$ cat config.mk
export PLATFORM = sky130hd
export DESIGN_NAME = instr_sequencer
export DESIGN_NICKNAME = d
export VERILOG_FILES = /design/src/rtl/instr_sequencer.sv
export SDC_FILE = /design/constraint.sdc
export NUM_CORES = 1
export LEC_CHECK = 0
export ABC_CLOCK_PERIOD_IN_PS = 3800
export BUFFER_PORTS_ARGS = -buffer_cell sky130_fd_sc_hd__buf_2
export CORE_ASPECT_RATIO = 0.7
export CORE_UTILIZATION = 25
export CTS_CLUSTER_SIZE = 24
export DETAILED_ROUTE_END_ITERATION = 10
export SYNTH_ARGS = -nofsm -noshare
export SYNTH_HDL_FRONTEND = slang
export SYNTH_SLANG_ARGS = --single-unit
$ cat constraint.sdc
create_clock -name clk -period 3.8 [get_ports clk]
set_input_delay 0.76 -clock clk [delete_from_list [all_inputs] [get_ports clk]]
set_output_delay 0.76 -clock clk [all_outputs]
set_load 0.01 [all_outputs]
$ cat src/rtl/instr_sequencer.sv
// Multicycle fetch/decode sequencer: owns the PC and instruction register and walks FETCH/DECODE/EXECUTE/MEMORY/WRITEBACK.
// Optional retired-instruction counter is built when INSTR_SEQ_RETIRE_CNT_EN is defined.
module instr_sequencer #(
    parameter int              PC_W         = 32,
    parameter logic [PC_W-1:0] RESET_PC     = '0,
    parameter int              IMEM_TIMEOUT = 15
) (
    input  logic            clk,
    input  logic            rst_n,
    input  logic            start,
    output logic            imem_req,
    output logic [PC_W-1:0] imem_addr,
    input  logic [31:0]     imem_rdata,
    input  logic            imem_ack,
    input  logic            dmem_ack,
    input  logic            alu_zero,
    output logic [3:0]      estado,
    output logic [2:0]      tipo,
    output logic [2:0]      funct3,
    output logic [6:0]      funct7,
    output logic [4:0]      rd,
    output logic [4:0]      rs1,
    output logic [4:0]      rs2,
    output logic [PC_W-1:0] pc,
    output logic            halted,
    output logic            illegal
`ifdef INSTR_SEQ_RETIRE_CNT_EN
    ,
    output logic [31:0]     retired
`endif
);

    localparam logic [3:0] S_IDLE      = 4'b0000;
    localparam logic [3:0] S_FETCH     = 4'b0001;
    localparam logic [3:0] S_DECODE    = 4'b0011;
    localparam logic [3:0] S_EXECUTE   = 4'b0010;
    localparam logic [3:0] S_MEMORY    = 4'b0100;
    localparam logic [3:0] S_WRITEBACK = 4'b1111;
    localparam logic [3:0] S_HALT      = 4'b1000;

    localparam logic [6:0] OP_IMM = 7'b0010011;
    localparam logic [6:0] OP_LD  = 7'b0000011;
    localparam logic [6:0] OP_REG = 7'b0110011;
    localparam logic [6:0] OP_BR  = 7'b1100011;

    localparam logic [7:0] TIMEOUT_LAST = 8'(IMEM_TIMEOUT - 1);

    logic [3:0]      state_q, state_d;
    logic [PC_W-1:0] pc_q, pc_d;
    logic [31:0]     ir_q, ir_d;
    logic [7:0]      cnt_q, cnt_d;
    logic            illegal_q, illegal_d;
    logic            imem_req_q, imem_req_d;

    logic [6:0]      opcode;
    logic            legal_op;
    logic            br_taken;
    logic [PC_W-1:0] imm_b;

    assign opcode   = ir_q[6:0];
    assign legal_op = (opcode == OP_IMM) || (opcode == OP_LD) ||
                      (opcode == OP_REG) || (opcode == OP_BR);
    assign imm_b    = {{(PC_W-13){ir_q[31]}}, ir_q[31], ir_q[7], ir_q[30:25], ir_q[11:8], 1'b0};

    // Only beq/bne are resolved; every other branch funct3 falls through.
    assign br_taken = (opcode == OP_BR) &&
                      (((ir_q[14:12] == 3'b000) &&  alu_zero) ||
                       ((ir_q[14:12] == 3'b001) && !alu_zero));

    always_comb begin
        state_d   = state_q;
        pc_d      = pc_q;
        ir_d      = ir_q;
        cnt_d     = cnt_q;
        illegal_d = illegal_q;
        case (state_q)
            S_IDLE: begin
                if (start) state_d = S_FETCH;
            end
            S_FETCH: begin
                if (imem_ack) begin
                    ir_d    = imem_rdata;
                    cnt_d   = 8'd0;
                    state_d = S_DECODE;
                end else if (cnt_q == TIMEOUT_LAST) begin
                    cnt_d     = cnt_q + 8'd1;
                    illegal_d = 1'b1;
                    state_d   = S_HALT;
                end else begin
                    cnt_d = cnt_q + 8'd1;
                end
            end
            S_DECODE: begin
                if (legal_op) begin
                    state_d = S_EXECUTE;
                end else begin
                    illegal_d = 1'b1;
                    state_d   = S_HALT;
                end
            end
            S_EXECUTE: begin
                state_d = (opcode == OP_LD) ? S_MEMORY : S_WRITEBACK;
            end
            S_MEMORY: begin
                if (dmem_ack) state_d = S_WRITEBACK;
            end
            S_WRITEBACK: begin
                pc_d    = br_taken ? (pc_q + imm_b) : (pc_q + PC_W'(4));
                state_d = S_FETCH;
            end
            S_HALT: begin
                state_d = S_HALT;
            end
            default: begin
                state_d = S_IDLE;
            end
        endcase
    end

    // Request is registered: high for exactly the cycles spent in FETCH.
    assign imem_req_d = (state_d == S_FETCH);

    always_ff @(posedge clk or negedge rst_n) begin
        if (!rst_n) begin
            state_q    <= S_IDLE;
            pc_q       <= RESET_PC;
            ir_q       <= 32'h0000_0013;
            cnt_q      <= 8'd0;
            illegal_q  <= 1'b0;
            imem_req_q <= 1'b0;
        end else begin
            state_q    <= state_d;
            pc_q       <= pc_d;
            ir_q       <= ir_d;
            cnt_q      <= cnt_d;
            illegal_q  <= illegal_d;
            imem_req_q <= imem_req_d;
        end
    end

`ifdef INSTR_SEQ_RETIRE_CNT_EN
    logic [31:0] retired_q, retired_d;

    assign retired_d = (state_q == S_WRITEBACK) ? retired_q + 32'd1 : retired_q;

    always_ff @(posedge clk or negedge rst_n) begin
        if (!rst_n) retired_q <= 32'd0;
        else        retired_q <= retired_d;
    end

    assign retired = retired_q;
`endif

    assign estado    = state_q;
    assign pc        = pc_q;
    assign imem_addr = pc_q;
    assign imem_req  = imem_req_q;
    assign halted    = (state_q == S_HALT);
    assign illegal   = illegal_q;
    assign tipo      = ir_q[6:4];
    assign funct3    = ir_q[14:12];
    assign funct7    = ir_q[31:25];
    assign rd        = ir_q[11:7];
    assign rs1       = ir_q[19:15];
    assign rs2       = ir_q[24:20];

endmodule
### Word-level counts from Yosys, hierarchy flattened

Index checks and enable logic that the tools add are counted.

| operators by class | value |
|---|---|
| equality and inequality tests | 16 |
| add/subtract/negate cells | 3 |
| reduce and logical (&&, ||, !) cells | 13 |
| muxes and demuxes | 13 |

Operators by type and width:

| operator | count |
|---|---|
| adder 32 x 3 -> 32 bit, second input constant | 1 |
| adder 32 bit | 1 |
| two-way mux 32 bit | 1 |
| one-hot mux 4 bit (7 select lines) | 1 |
| two-way mux 4 bit | 6 |
| adder 8 x 1 -> 8 bit, second input constant | 1 |
| equality test 4 x 1 -> 1 bit, second input constant | 2 |
| equality test 4 x 2 -> 1 bit, second input constant | 2 |
| equality test 4 bit, second input constant | 2 |
| equality test 8 x 4 -> 1 bit, second input constant | 1 |
| two-way mux 8 bit | 1 |
| equality test 7 x 2 -> 1 bit, second input constant | 1 |
| equality test 7 x 5 -> 1 bit, second input constant | 1 |
| equality test 7 x 6 -> 1 bit, second input constant | 1 |
| equality test 7 bit, second input constant | 1 |
| != test 2 bit, second input constant | 3 |
| equality test 4 x 3 -> 1 bit, second input constant | 1 |
| logical NOT 4 bit | 1 |
| logical OR 1 bit | 4 |
| AND reduction 4 bit | 1 |
| equality test 3 x 1 -> 1 bit, second input constant | 1 |
| logical AND 1 bit | 3 |
| logical NOT 3 bit | 1 |
| two-way mux 1 bit | 3 |
| 4 further kinds | 4 |

| storage, ports and cells | value |
|---|---|
| output and inout port bits | 99 |
| register bits after elaboration | 78 |

### Logic depth before layout (Yosys ltp)

| logic depth | value |
|---|---|
| depth in word-level cells | 7 |
| gate-level depth with buffers | 12 |
| gate-level depth less buffers | 12 |

### Worst setup path before layout

Ideal clock, no wire load.

| path | value |
|---|---|
| path kind | flip-flop to flip-flop |
| start point | reg ir_q[31] |
| end point | reg pc_q[30] (netlist: imem_addr[30]) |
| cell stages (with the launch flop) | 10 |
| path slack | 1.113 ns |
| arrival | 2.609 ns |
| period minus slack after synthesis | 2.687 ns |
| setup time | 0.077 ns |
| cells stage by stage | dfrtp_1 ha_1 nand4_1 or3_1 or3_1 o21a_4 o21ai_4 a2111oi_2 a41o_1 a21oi_1 |

| on the way | value |
|---|---|
| longest elaborated chain between the ends | 2 |

RTL lines:

| item | line | RTL |
|---|---|---|
| start, declared | 50 | `logic [31:0] ir_q, ir_d;` |
| start signal, assigned | 134 | `ir_q <= ir_d;` |
| adder 32 bit | 108 | `pc_d = br_taken ? (pc_q + imm_b) : (pc_q + PC_W'(4));` |
| two-way mux 32 bit | 108 |  |
| end signal, assigned | 133 | `pc_q <= pc_d;` |
| end, declared | 49 | `logic [PC_W-1:0] pc_q, pc_d;` |

No other way between the ends.
A chain may end at the register's enable or synchronous reset.

### Worst setup path after layout

| path | value |
|---|---|
| start point | reg ir_q[31] |
| end point | reg pc_q[23] (netlist: imem_addr[23]) |

The elaborated chain is that of the path after synthesis.

==> summary.txt <==
Timing
  • RSZ-0062 raised after global routing: false
  • Fmax: 327 MHz
  • Rel. slew slack: 43.7%
  • Setup slack after layout: 0.740 ns
  • Final Hold Fails: 0
  • Worst Skew: 0.0105 ns
  • Worst-margin pin slew: 0.842 ns
  • Final setup TNS: 0 ns
  • Minimum clock period: 3.06 ns
  • Final worst path period share: 80.5%
  • Endpoints failing setup: 0
  • Slew Limit Fails: 0

Power and ir drop
  • LEAKAGE: 2.93 nW
  • Switching share of power: 42.3%
  • Power per cell area: 661 nW/um^2
  • Net Sw Power: 1.85 mW
  • IR drop worst, VDD: 0.000357 V
  • Internal power: 2.52 mW
  • Combinational power share: 49.9%
  • Sequential share of power: 31.2%
  • Clock network power share: 19.0%

Place
  • Setup slack after placement: 0.762 ns
  • DP HPWL: 12.3 mm
  • RePlAce Congestion: 0.912
  • IO Port Bufs: 134

CTS
  • Clk sink count: 77
  • CTS Buf Count: 9
  • CTS Hold Bufs: 0
  • Clk buf depth: 2
  • CTS tree: yes
  • CTS root buffer: clkbuf_16
  • Post-CTS Setup Inserts: 0
  • Clock transition at path regs: 0.07 ns
  • Clk_lat worst skew: 0.35 ns
  • CTS resizes: 0
  • H-tree level count: 3

Routing
  • Final ANT Viol Nets: 0
  • Residual DRC: 0
  • DR vias/cell: 4.82
  • WL/cell: 15.5 um
  • Routed WL: 16.2 mm
  • DR iter-0 viols: 408
  • Routed via count: 5,051
  • First drt pass iteration count: 5

Setup path
  • Setup CP Type: reg2reg
  • Reg-to-reg slack, setup: 0.74 ns
  • Crit-path max FO: 24
  • CP arrival: 3.29 ns
  • Worst path cell trace: ha_1 -> nand2_1 -> nor2_1 -> a211oi_1 -> and2_1 -> o21ai_2 -> a21boi_2 -> nor4_1 -> or3_1 -> a31o_2
  • CP max-delay cell: dfrtp_1
  • Startpoint Class: register
  • Critical Path Max Stage Delay: 0.90 ns
  • CP Capture Type: register
  • WP data required: 4.03 ns

Die
  • Die ar.: 23,600 um^2
  • Core Rows: 45
  • Io pins: 137
  • Initial Util: 26.0%
  • Core area: 22,100 um^2
  • Die X-Extent: 183 um
  • Die height: 129 um

Logic synthesis
  • Area contributors post-synth: dfrtp_1, buf_4, ha_1
  • Post-synth ARST share: 100%
  • Cell taking the most area after synthesis: dfrtp_1
  • Seq/Total Area, Yosys: 33.7%
  • Post-Syn Area per Cell: 8.64 um^2
  • Synth cell types: 62
  • Syn. warnings: 0
  • Synth Instances: 664
  • Post-synth EDFFs: 0
  • Main synth FF type: dfrtp_1
  • Seq cells post-synth: 77
  • Synthesized area: 5740 um^2
  • Yosys top cell area share: 32.3%

Global route
  • Antenna violations before repair: 1
  • Largest net degree at the start of global routing: 31
  • Congestion Overflow GR: 0
  • Gr usage total: 14.2%
  • Vias in the first global route: 4,556
  • First-pass GRT wire length: 25.7 mm

Layout
  • Layout Nets: 809
  • P&R area growth vs syn: 15.3%
  • Layout cells sized above 1: 28.8%

Job
  • Max-cap violations: 0

Status
  • Outcome: complete, no violations

Min path
  • Hold crit path type: in2async
-- stage by stage --
step | hold slack (ns) | utilization, % | area, um^2 | instances | power (mW)
2_1_floorplan | 0.464 | - | 5740 | 665 | 3.12
3_3_place_gp | 0.454 | 28.7 | 6330 | 1031 | 3.53
3_5_place_dp | 0.452 | 28.7 | 6330 | 1031 | 3.55
4_1_cts | 0.322 | 29.9 | 6610 | 1047 | 4.41
5_1_grt | 0.339 | 29.9 | 6610 | 1047 | 4.72
6_report | 0.325 | 30.0 | 6610 | 1048 | 4.37
-- cells in the mapped netlist (all sizes together) (9+ instances only) --
cell     n
dfrtp   74
inv     10
and3    11
a21oi   61
xnor2   20
clkbuf  21
nor3    14
nand2   61
buf     61
nor2    58
o21a     9
o21ai   59
nand3   23
mux2    32
nand4   17
ha      33
-- power by group through the flow --
stage	Sequential (mW)	Combinational [mW]	Clock (mW)
floorplan	1.26	1.86	0
global placement	1.37	2.16	0
detailed placement	1.38	2.16	0
CTS	1.37	2.18	0.864
global route	1.41	2.42	0.892
finish	1.36	2.18	0.830
-- cells by family after synthesis --
logic type	count (synthesis)	share of synthesized area [%]
AND/OR/NAND/NOR	220	18.6
other	1	0.0654
XOR/XNOR	28	4.27
multiplexers	33	6.46
buffers and inverters	92	10.0
AO/OA/AOI/OAI	179	19.4
adder cells (fa/ha/maj)	34	7.55
flip-flops	77	33.7
-- area by class of cell --
cell class                 instances  area [um^2]
timing repair buffer             143          741
tap                              305          382
fill                            2383        15500
inverter                          10         37.5
clock inverter                     5         36.3
sequential                        77         1930
clock buffer                      11          243
multi-input combinational        496         3240
antenna                            1         2.50
-- placed cells by master, fill, tap and decap left out, types with 3 or more instances in the layout --
master,count
a211oi_1,4
a21o_1,8
a21oi_1,61
a31oi_1,8
and2_1,5
and3_1,11
buf_2,133
buf_4,10
clkbuf_16,9
dfrtp_1,74
dfstp_2,3
ha_1,33
inv_1,10
mux2_2,32
nand2_1,60
nand3_1,22
nand4_1,16
nor2_1,58
nor2b_1,6
nor3_1,13
nor4_1,6
o211ai_1,4
o21a_1,8
o21ai_0,56
o21bai_1,3
o31ai_1,6
or3_1,6
xnor2_1,20
xor2_1,8
-- state kept, by name, summed over array words and instances (netlist names) --
register,cells
imem_addr,31
imem_req,1
ir_q,32
illegal,1
cnt_q,8
estado,4
-- layer usage --
layer	part of all wire (%)	global-route usage (%)	up-vias
met4	1.1	3.58	0
met5	0	0	-
li1	-	-	2492
met1	52	21.3	2354
met2	40	19.1	194
met3	7.4	4.50	11
-- path summary, 6_finish.rpt --
path	start	endpoint	cells past startpoint
min in group clk	illegal	illegal	1
min reg2reg	illegal	illegal	1
max	ir_q[31]	imem_addr[23]	10
max in group asynchronous	rst_n	imem_addr[15]	2
max reg2reg	ir_q[31]	imem_addr[23]	10
min	rst_n	ir_q[2]	1
-- worst max-delay path, delay by kind of cell (launching register included) --
family,cells,cell delay [ns]
DFF,1,0.90
and+or+nand+nor,5,0.82
AOI/OAI and AO/OA,4,0.82
adders and majority gates,1,0.42
(Power assumes the default switching activity.)
